`src/rtl/bullet_fire_scheduler.sv`:
```
// Shares a pool of bullet datapath slots between two players: press-edge capture, cooldown,
// live-bullet caps and round-robin arbitration. Define BULLET_AMMO_EN for magazine/reload.
module bullet_fire_scheduler #(
    parameter int unsigned N_SLOTS         = 4,
    parameter int unsigned MAX_PER_PLAYER  = 2,
    parameter int unsigned COOLDOWN_FRAMES = 8,
    parameter int unsigned AMMO_INIT       = 6
) (
    input  logic                       frame_clk,
    input  logic                       Reset,
    input  logic [1:0]                 fire_req,
    input  logic [1:0]                 dir_p1,
    input  logic [1:0]                 dir_p2,
    input  logic [9:0]                 p1_x,
    input  logic [9:0]                 p1_y,
    input  logic [9:0]                 p2_x,
    input  logic [9:0]                 p2_y,
    input  logic [9:0]                 p_size,
    input  logic [N_SLOTS-1:0]         slot_done,
    input  logic [1:0]                 reload,
    output logic                       launch_valid,
    output logic [$clog2(N_SLOTS)-1:0] launch_slot,
    output logic                       launch_owner,
    output logic [1:0]                 launch_dir,
    output logic [9:0]                 launch_x,
    output logic [9:0]                 launch_y,
    output logic [N_SLOTS-1:0]         slot_busy,
    output logic [N_SLOTS-1:0]         slot_owner,
    output logic [7:0]                 ammo_p1,
    output logic [7:0]                 ammo_p2
);
    localparam int unsigned SlotW    = $clog2(N_SLOTS);
    localparam logic [3:0]  MaxCnt   = 4'(MAX_PER_PLAYER);
    localparam logic [7:0]  CoolLoad = 8'(COOLDOWN_FRAMES - 1);
    localparam logic [7:0]  AmmoInit = 8'(AMMO_INIT);

    typedef enum logic [1:0] {StArmed, StPending, StCooldown} player_st_e;

    player_st_e         state_q [2];
    player_st_e         state_d [2];
    logic [7:0]         cool_q  [2];
    logic [7:0]         cool_d  [2];
    logic [3:0]         cnt     [2];
    logic [1:0]         fire_prev_q;
    logic [1:0]         press;
    logic [1:0]         pending;
    logic [1:0]         ammo_ok;
    logic [1:0]         eligible;
    logic               rr_last_q;
    logic               grant;
    logic               gnt_owner;
    logic               any_free;
    logic [SlotW-1:0]   free_idx;
    logic [N_SLOTS-1:0] busy_q;
    logic [N_SLOTS-1:0] busy_d;
    logic [N_SLOTS-1:0] owner_q;
    logic [N_SLOTS-1:0] owner_d;
    logic [1:0]         spawn_dir;
    logic [9:0]         spawn_x;
    logic [9:0]         spawn_y;

    assign press = fire_req & ~fire_prev_q;

    // Player FSM: state register
    always_ff @(posedge frame_clk or posedge Reset) begin
        if (Reset) begin
            for (int p = 0; p < 2; p++) begin
                state_q[p] <= StArmed;
                cool_q[p]  <= '0;
            end
        end else begin
            for (int p = 0; p < 2; p++) begin
                state_q[p] <= state_d[p];
                cool_q[p]  <= cool_d[p];
            end
        end
    end

    // Player FSM: next state. The player stays in cooldown for COOLDOWN_FRAMES frames.
    always_comb begin
        for (int p = 0; p < 2; p++) begin
            state_d[p] = state_q[p];
            cool_d[p]  = cool_q[p];
            case (state_q[p])
                StArmed: begin
                    if (press[p]) state_d[p] = StPending;
                end
                StPending: begin
                    if (grant && (gnt_owner == 1'(p))) begin
                        state_d[p] = StCooldown;
                        cool_d[p]  = CoolLoad;
                    end
                end
                StCooldown: begin
                    if (cool_q[p] == 8'd0) state_d[p] = StArmed;
                    else                   cool_d[p]  = cool_q[p] - 8'd1;
                end
                default: state_d[p] = StArmed;
            endcase
        end
    end

    // Player FSM: outputs
    always_comb begin
        for (int p = 0; p < 2; p++) begin
            pending[p] = (state_q[p] == StPending);
        end
    end

    // Live counts are derived from the slot table, so they can never wrap or drift.
    always_comb begin
        cnt[0]   = '0;
        cnt[1]   = '0;
        free_idx = '0;
        for (int s = N_SLOTS - 1; s >= 0; s--) begin
            if (!busy_q[s]) free_idx = SlotW'(s);
            if (busy_q[s])  cnt[owner_q[s]] = cnt[owner_q[s]] + 4'd1;
        end
    end

    assign any_free = ~&busy_q;

    always_comb begin
        for (int p = 0; p < 2; p++) begin
            eligible[p] = pending[p] & any_free & (cnt[p] < MaxCnt) & ammo_ok[p];
        end
    end

    assign grant     = |eligible;
    assign gnt_owner = (&eligible) ? ~rr_last_q : eligible[1];

    always_comb begin
        busy_d  = busy_q & ~slot_done;
        owner_d = owner_q;
        if (grant) begin
            busy_d[free_idx]  = 1'b1;
            owner_d[free_idx] = gnt_owner;
        end
    end

    assign spawn_dir = gnt_owner ? dir_p2 : dir_p1;
    assign spawn_x   = (gnt_owner ? p2_x : p1_x) + p_size;
    assign spawn_y   = (gnt_owner ? p2_y : p1_y) + p_size;

    always_ff @(posedge frame_clk or posedge Reset) begin
        if (Reset) begin
            fire_prev_q  <= 2'b11;
            rr_last_q    <= 1'b1;
            busy_q       <= '0;
            owner_q      <= '0;
            launch_valid <= 1'b0;
            launch_slot  <= '0;
            launch_owner <= 1'b0;
            launch_dir   <= '0;
            launch_x     <= '0;
            launch_y     <= '0;
        end else begin
            fire_prev_q  <= fire_req;
            busy_q       <= busy_d;
            owner_q      <= owner_d;
            launch_valid <= grant;
            if (grant) begin
                rr_last_q    <= gnt_owner;
                launch_slot  <= free_idx;
                launch_owner <= gnt_owner;
                launch_dir   <= spawn_dir;
                launch_x     <= spawn_x;
                launch_y     <= spawn_y;
            end
        end
    end

    assign slot_busy  = busy_q;
    assign slot_owner = owner_q;

`ifdef BULLET_AMMO_EN
    logic [7:0] ammo_q [2];

    // Reload takes priority over a same-frame grant.
    always_ff @(posedge frame_clk or posedge Reset) begin
        if (Reset) begin
            for (int p = 0; p < 2; p++) ammo_q[p] <= AmmoInit;
        end else begin
            for (int p = 0; p < 2; p++) begin
                if (reload[p])                              ammo_q[p] <= AmmoInit;
                else if (grant && (gnt_owner == 1'(p)))     ammo_q[p] <= ammo_q[p] - 8'd1;
            end
        end
    end

    assign ammo_ok[0] = (ammo_q[0] != 8'd0);
    assign ammo_ok[1] = (ammo_q[1] != 8'd0);
    assign ammo_p1    = ammo_q[0];
    assign ammo_p2    = ammo_q[1];
`else
    logic unused_reload;

    assign unused_reload = ^reload;
    assign ammo_ok       = 2'b11;
    assign ammo_p1       = AmmoInit;
    assign ammo_p2       = AmmoInit;
`endif

endmodule

```
`config.mk`:
```
export PLATFORM = sky130hd
export DESIGN_NAME = bullet_fire_scheduler
export DESIGN_NICKNAME = d
export VERILOG_FILES = /design/src/rtl/bullet_fire_scheduler.sv
export SDC_FILE = /design/constraint.sdc
export NUM_CORES = 1
export LEC_CHECK = 0
export ABC_CLOCK_PERIOD_IN_PS = 13010
export BUFFER_PORTS_ARGS = -buffer_cell sky130_fd_sc_hd__buf_2
export CAP_MARGIN = 20
export CORE_MARGIN = 2
export CORE_UTILIZATION = 28
export DETAILED_ROUTE_END_ITERATION = 16
export MAX_ROUTING_LAYER = met4
export PLACE_DENSITY = 0.52
export SLEW_MARGIN = 10
export SYNTH_ARGS = -nofsm -noshare
export SYNTH_HDL_FRONTEND = slang
export SYNTH_SLANG_ARGS = --single-unit
```
`constraint.sdc`:
```
create_clock -name frame_clk -period 13.01 [get_ports frame_clk]
set_clock_uncertainty 0.15 [all_clocks]
set_input_delay 2.602 -clock frame_clk [delete_from_list [all_inputs] [get_ports frame_clk]]
set_output_delay 2.602 -clock frame_clk [all_outputs]
set_load 0.03 [all_outputs]
```
### After elaboration in Yosys (flattened, before gate mapping)

Index checks and enable logic that the tools add are counted.

| storage, ports and cells | value |
|---|---|
| bits in read-only memories | 0 |
| output and inout bits | 50 |
| flip-flop bits (word level) | 57 |
| memory bits (writable) | 0 |
| logic and storage cells | 135 |
| memories | 0 |
| latch bits | 0 |
| bits of input ports | 64 |

| cells by class | value |
|---|---|
| add/sub/neg operators | 8 |
| multiplexer cells | 52 |
| multiply operators | 0 |
| equality and inequality tests | 12 |
| shift operators | 0 |
| magnitude comparators | 12 |
| reduce and logical (&&, ||, !) cells | 21 |
| bitwise logic cells | 16 |
| divide/modulo/power cells | 0 |

Operator list:

| operator | count |
|---|---|
| $mux 4 | 16 |
| $mux 8 | 8 |
| $pmux 8 s2 | 2 |
| $bwmux 8 | 3 |
| $mux 2 | 11 |
| $add 10x10->10 | 2 |
| $mux 10 | 2 |
| $add 4x1->4 const B | 4 |
| $demux 4 s1 | 4 |
| $logic_not 8->1 | 2 |
| $sub 8x1->8 const B | 2 |
| $ne 2x2->1 const B | 6 |
| $pmux 2 s3 | 2 |
| $reduce_and 3->1 | 4 |
| $and 8x8->8 | 1 |
| $ge 2x2->1 const B | 4 |
| $lt 2x1->1 const B | 4 |
| $lt 4x2->1 const B | 2 |
| $not 1->2 | 4 |
| $logic_and 1x1->1 | 7 |
| $and 1x1->1 | 4 |
| $and 4x4->4 | 1 |
| $bwmux 4 | 1 |
| $eq 2x1->1 const B | 2 |
| other kinds (17) | 23 |

### Longest topological paths before layout

Gate-level depths: netlist (run 1).

| logic depth | value |
|---|---|
| depth after elaboration | 33 |
| depth in mapped cells | 27 |
| mapped depth without buffers | 25 |

### Least setup slack after synthesis (run 1)

No wires, ideal clock.

| timing | value |
|---|---|
| path type | register to register |
| start | reg busy_q[2] (netlist: slot_busy[2]) |
| end | reg launch_y[8] |
| setup time | 0.083 ns |
| data required time | 12.777 ns |
| path slack | 7.404 ns |
| buffers on the path | 3 |
| data arrival time | 5.374 ns |
| clock period less this slack | 5.606 ns |
| cell stages (with the launch flop) | 27 |
| cells stage by stage | dfrtp_1 -> buf_4 -> and2b_1 -> a21oi_1 -> xnor2_1 -> o22ai_1 -> ha_1 -> inv_1 -> a31o_2 -> a21oi_1 -> ha_1 -> nand4_1 -> a211o_1 -> a221o_1 -> a31oi_4 -> buf_4 -> buf_6 -> mux2_2 -> ha_1 -> fa_1 -> a21o_1 -> a21oi_1 -> o21bai_1 -> a21oi_1 -> o21ai_0 -> xnor2_1 -> o21ai_0 |

| on the way | value |
|---|---|
| longest elaborated chain between the ends | 19 |
| elaborated cells on any way between the ends | 26 |
| classes of those cells | 3 x add/sub; 2 x order compare; 13 x mux; 4 x bitwise; 4 x reduce/logical |

Ends and longest elaborated chain:

| element | RTL line | RTL |
|---|---|---|
| start, declared | 54 | `logic [N_SLOTS-1:0] busy_q;` |
| start signal, assigned | 159 | `busy_q <= busy_d;` |
| $mux 8 | 117 | `if (busy_q[s]) cnt[owner_q[s]] = cnt[owner_q[s]] + 4'd1;` |
| $mux 4 (implied by the code) (3 in series) | 117 |  |
| $add 4x1->4 | 117 |  |
| $bwmux 8 | 117 |  |
| $mux 8 | 117 |  |
| $mux 4 (implied by the code) (3 in series) | 117 |  |
| $add 4x1->4 | 117 |  |
| $bwmux 8 | 117 |  |
| $mux 8 | 117 |  |
| $lt 4x2->1 | 125 | `eligible[p] = pending[p] & any_free & (cnt[p] < MaxCnt) & ammo_ok[p];` |
| $and 1x1->1 | 125 |  |
| $reduce_and 2->1 | 130 | `assign gnt_owner = (&eligible) ? ~rr_last_q : eligible[1];` |
| $mux 1 | 130 |  |
| $mux 10 | 143 | `assign spawn_y = (gnt_owner ? p2_y : p1_y) + p_size;` |
| $add 10x10->10 | 143 |  |
| end signal, assigned | 168 | `launch_y <= spawn_y;` |
| end, declared | 26 | `output logic [9:0] launch_y,` |

Parallel ways exist; a longest one is shown, timed or not. The select of a mux whose other input is x is not followed.
A chain may end at the register's enable or synchronous reset.

### Final worst setup path (run 1)

Ends and elaborated chain as after synthesis.

==> flow_summary.toml, run 1 <==
[cells_and_area]
layout_common_cells = "95 x buf_2, 54 x dfrtp_1, 43 x nand2_1"
insertedDiodeCount = 0
layout_commonest_cell = "buf_2"
postLayoutCoreUtil_pct = 34.8
finalNetCount = 607
fillers = 1455
drive_gt1_share_pct = 27.9
fin_area_sq_um = 4780
syn_to_final_growth_pct = 22.8

[hold_path]
hold_path_end = "state_q[0]"
hp-start = "state_q[1]"
whs_path_depth = 1
hold_class = "reg -> reg"

[critical_path]
cp_slowest_cell = "dfrtp_1"
r2r_start = "slot_busy[2]"
reg2reg_slack_ns = 6.98
cpMostUsedCell = "a21oi_1"
start_kind = "flip-flop"
r2r-end = "launch_y[8]"
crit_required_ns = 13.06
critical_path.endpoint_type = "flip-flop"
worstPathArrival_ns = 6.09
crit_type = "reg -> reg"
crit_fanout = 30
r2r.worst_path.cells = 25
crit_path_max_incr_delay_ns = 0.50

[clock_tree]
cts_htree_levels = 3
cts_inserted_buffers = 9
cts_hold_buf = 0
cts.clk_slew.worst_paths_ns = 0.05
root_buffer = "clkbuf_16"
ctsResizeCount = 0
cts_setup_buffers = 0
clock_sinks = 57
tritoncts = "done"
clkLatencyLatePin_ns = 0.34
cts.path.max_buffers = 2

[die]
die-area_sq_um = 14900
row_count = 43
chipHeight_microns = 122
die_w_microns = 122
start_util_pct = 28.4
io_pins = 114
coreArea_sq_um = 13700

[timing]
hold_viol = 0
fmax_mhz = 166
min_period_ns = 6.03
setup_viol = 0
tns_ns = 0
slew_violations = 0
finalCritPeriodShare_pct = 46.4
rsz0062_at_grt = "false"
relSlewSlack_pct = 49.5
max_slew.worst_pin.slew_ns = 0.758
finalWorstSetupSlack_ns = 6.98

[drt]
via_count = 3240
drtIter0Drc = 189
via_per_inst = 4.63
ant_nets = 0
wl_per_cell_microns = 13.4
first_pass_iters = 4
drc = 0
wl_mm = 9.40

[synthesis]
ys_seq_elements = 57
syn_inst = 422
syn_area_per_cell_sq_um = 9.23
ys_seq_area_share_pct = 36.7
syn_area_sq_um = 3890
synth-edff-count = 0
yosysWarnings = 0
synth_ff_type = "dfrtp_1"
synthTopCellsByArea = "dfrtp_1 35%, ha_1 8.4%, mux2_2 5.8%"
synth_top_area_cell = "dfrtp_1"
async_flop_share_pct = 100
synth_top_area_share_pct = 34.7
synth.distinct_cells = 61

[placed_design]
place_ws_ns = 6.98
io_buffers = 95
placed_area_sq_um = 4470
gp_congestion = 0.782
dp_hpwl_mm = 6.76

[power_and_ir_drop]
leakagePower_nw = 2.26
ir_drop_mv = 0.0790
powerDensity_nw_per_um2 = 231

[global_routing]
track_usage_pct = 14.0
grtUsageMet2_pct = 22.1
grt_pass1_wl_mm = 15.8
grt-busiest-layer = "met2"
grt_max_degree = 58
grt_pass1_vias = 3238
grt_overflow = 0
grtUsageMet3_pct = 4.35
use_met1_pct = 17.3
antenna_found_initial = 0

[flow_run]
maxCapViolations = 0

[outcome]
outcome = "finished clean"
-- metrics by stage --
stage	cells	power, mW	hold WS, ns
floorplan	436	0.730	0.259
global placement	684	0.853	0.274
detailed placement	684	0.863	0.280
CTS	700	1.12	0.292
global route	700	1.20	0.314
finish	700	1.11	0.285
-- cell families after synthesis --
family / synth area share (%)
buf+inv: 7.68
fa+ha+maj: 9.38
xor+xnor: 6.72
other cells: 0.193
flops: 36.7
mux: 7.07
simple gates: 15.6
compound gates: 16.6
-- flip-flops by register name, summed over array words and instances (netlist names) --
name	flops
launch_slot	2
fire_prev_q	2
rr_last_q	1
launch_valid	1
state_q	4
cool_q	16
launch_x	10
slot_busy	4
slot_owner	4
launch_y	10
launch_owner	1
launch_dir	2
-- layer usage --
metal  vias to the layer above  part of all wire (%)
met5                         -                     0
met1                      1519                    46
met3                         9                   5.3
met2                        74                    47
met4                         0                   1.2
li1                       1638                     -
-- layout make-up --
type	count	area [sq um]	area share, %
clock inverter	5	80.1	1.67
multi-input combinational	324	2220	46.5
inverter	25	93.8	1.96
sequential	57	1430	29.9
timing repair buffer	98	498	10.4
clock buffer	11	233	4.87
tap	180	225	4.71
-- where the power goes --
| part | internal [mW] | leakage [nW] | switching [mW] | total, mW |
|---|---|---|---|---|
| clock | 0.167 | 0.146 | 0.0827 | 0.250 |
| combinational | 0.203 | 1.42 | 0.342 | 0.545 |
| sequential | 0.249 | 0.695 | 0.0633 | 0.312 |
-- cell usage after synthesis, types with 4 or more instances --
cell type	count
inv_1	23
buf_2	5
nor2_1	36
nor3_1	7
ha_1	26
o22ai_1	4
o211ai_1	6
nand3_1	5
a21oi_1	32
xnor2_1	18
a31oi_1	4
nand3b_1	4
buf_4	19
nand4_1	4
xor2_1	10
mux2i_1	5
a21o_1	5
dfrtp_1	54
o21ai_0	20
nand2b_1	4
clkbuf_1	4
mux2_2	20
nand2_1	43
-- how the worst max path moves through the flow --
stage / slack [ns] / cells past startpoint / from / to
after floorplan: 7.40 / 26 / slot_busy[2] / launch_y[8]
after global routing: 6.45 / 25 / slot_busy[2] / launch_y[8]
after detailed placement: 6.98 / 25 / slot_busy[2] / launch_y[8]
after CTS: 6.95 / 25 / slot_busy[2] / launch_y[8]
final: 6.98 / 25 / slot_busy[2] / launch_y[8]
after global placement: 7.00 / 25 / slot_busy[2] / launch_y[8]
-- critical path, delay by kind of cell (launching register included) --
kind                       cells  cell delay, ns
AOI/OAI and AO/OA             14            2.48
adders and majority gates      4            1.24
DFF                            1            0.50
buffers and inverters          2            0.47
and+or+nand+nor                2            0.38
muxes                          1            0.38
xor gates and xnor gates       2            0.29
No activity file was read; power rests on OpenSTA's default activity.
==> run 2: changes to the inputs <==
Settings changed: ABC_CLOCK_PERIOD_IN_PS 13010 to 4870, PLACE_DENSITY 0.52 to 0.54.
Clock period 13.01 ns to 4.87 ns, I/O delays scaled along.
==> run 2 against run 1 <==
  * The run now ends with negative setup slack left
  * Fmax rose by 15%
  * Via count rose by 9.8%
  * Die area did not move
  * Combinational power rose to 3.5 times the previous value
  * Flip-flop and latch count did not move
  * Clock power rose to 3.0 times the previous value
  * Global-route usage rose by 0.65 points
  * Core utilization rose by 7.2 points
==> flow_summary.toml, run 2 (synthesis results as in run 1) <==
[outcome]
outcome = "finished with violations"
violations = "negative setup slack"

[hold_path]
hold_class = "reg -> reg"
whs_path_depth = 1

[placed_design]
dp_cells = 738
gp_congestion = 0.798
io_buffers = 95
placed_area_sq_um = 4980
place_ws_ns = -0.394
dp_hpwl_mm = 7.55

[critical_path]
crit_required_ns = 4.94
r2r.worst_path.cells = 26
crit_fanout = 6
critical_path.endpoint_type = "flip-flop"
crit_type = "reg -> reg"
worstPathArrival_ns = 5.31
start_kind = "flip-flop"

[flow_run]
maxCapViolations = 0

[timing]
rsz0062_at_grt = "true"
tns_ns = -1.93
hold_viol = 0
min_period_ns = 5.25
finalWorstSetupSlack_ns = -0.378
slew_violations = 0
setup_viol = 9
relSlewSlack_pct = 51.7
max_slew.worst_pin.slew_ns = 0.716
fmax_mhz = 191
finalCritPeriodShare_pct = 108

[global_routing]
grt_pass1_wl_mm = 16.6
track_usage_pct = 14.7
grt_pass1_vias = 3482
grt_overflow = 0
antenna_found_initial = 0
grt_max_degree = 31

[drt]
drtIter0Drc = 136
drc = 0
via_count = 3558
wl_mm = 10.3
ant_nets = 0
first_pass_iters = 4
via_per_inst = 4.61
wl_per_cell_microns = 13.3

[clock_tree]
tritoncts = "done"
cts_inserted_buffers = 9
root_buffer = "clkbuf_16"
cts_htree_levels = 3
cts.clk_slew.worst_paths_ns = 0.05
clkLatencyLatePin_ns = 0.33
cts.path.max_buffers = 2
clock_sinks = 57

[cells_and_area]
fin_area_sq_um = 5760
postLayoutCoreUtil_pct = 42.0
fin_cells = 772
layout_commonest_cell = "buf_2"
insertedDiodeCount = 0
finalNetCount = 679
syn_to_final_growth_pct = 48.0
largest_register_ffs = 16
reg_top3 = "cool_q: 16 flops, launch_x: 10 flops, launch_y: 10 flops"
fillers = 1341
drive_gt1_share_pct = 44.3
regMostFlops = "cool_q"
layout_common_cells = "95 x buf_2, 65 x buf_4, 51 x dfrtp_1"

[die]
die-area_sq_um = 14900
coreArea_sq_um = 13700
die_w_microns = 122
io_pins = 114
start_util_pct = 28.4
chipHeight_microns = 122
row_count = 43

[power_and_ir_drop]
leakagePower_nw = 2.73
ir_drop_mv = 0.183
powerDensity_nw_per_um2 = 603
run 2: changes by cell type in the layout (fill, tap and decap cells not counted), moves of 5 or more:
cell     before  now
o21ai_1       0    5
mux2_2       20    9
buf_4         3   65
a21oi_1      31   23
ha_1         26   10
a21oi_2       1    8
ha_4          0   13
o21ai_0      20   12
buf_6         0    8
mux2_4        0   11
run 2: worst max-delay path, stage by stage, from the launching register on:
cell,delay [ns]
dfrtp_2,0.39
and2b_2,0.21
a21oi_2,0.12
xnor2_1,0.13
o22ai_1,0.11
ha_1,0.31
inv_1,0.06
a31oi_1,0.17
o22ai_1,0.09
a21oi_1,0.15
ha_2,0.22
nand4_1,0.10
a211o_1,0.29
a221o_1,0.33
a31oi_4,0.20
buf_12,0.15
buf_8,0.13
mux2_4,0.32
ha_4,0.23
a21oi_4,0.17
o211ai_1,0.10
buf_4,0.17
o2111ai_4,0.19
nand2_2,0.10
xnor2_2,0.15
or3_1,0.30
o211a_1,0.11
run 2: routing by layer:
| metal | global-route usage (%) | routed length (microns) | part of all wire [%] |
|---|---|---|---|
| met1 | 18.8 | 4630 | 45 |
| met2 | 23.1 | 5000 | 49 |
| met3 | 2.20 | 425 | 4.1 |
| met4 | 6.18 | 204 | 2.0 |
| met5 | - | 0 | 0 |
run 2: cell type report:
| class | count | area (sq um) | area share, % |
|---|---|---|---|
| Clock buffer | 12 | 256 | 4.45 |
| Clock inverter | 4 | 98.8 | 1.72 |
| Inverter | 25 | 93.8 | 1.63 |
| Multi-Input combinational cell | 324 | 2560 | 44.5 |
| Sequential cell | 57 | 1430 | 24.9 |
| Tap cell | 180 | 225 | 3.91 |
| Timing Repair Buffer | 170 | 1090 | 18.9 |
run 2: per-stage QoR:
stage / hold slack, ns / total power [mW]
after floorplan: 0.259 / 2.00
after global placement: 0.274 / 2.50
after detailed placement: 0.281 / 2.53
after CTS: 0.289 / 3.45
after global routing: 0.307 / 3.75
final: 0.284 / 3.48
run 2: path summary, 6_finish.rpt:
kind | end | slack [ns] | start
worst min register to register | state_q[0] | 0.28 | state_q[1]
max in group asynchronous | rr_last_q | 3.10 | Reset
worst max register to register | launch_y[9] | -0.38 | slot_busy[2]
worst min-delay path | state_q[0] | 0.28 | state_q[1]
min in group asynchronous | launch_slot[0] | 0.60 | Reset
worst max-delay path | launch_y[9] | -0.38 | slot_busy[2]
run 2: what timing repair did:
action	4_1_cts	5_1_grt
setup endpoints to repair	10	15
pin swaps	19	31
hold buffers	0	0
buffers inserted	14	6
resized for setup	40	18
endpoints found under the hold margin	0	0
run 2: power breakdown:
part	leakage (nW)	switching, mW	internal, mW
clock	0.173	0.222	0.528
sequential	0.690	0.144	0.666
combinational	1.86	1.07	0.849
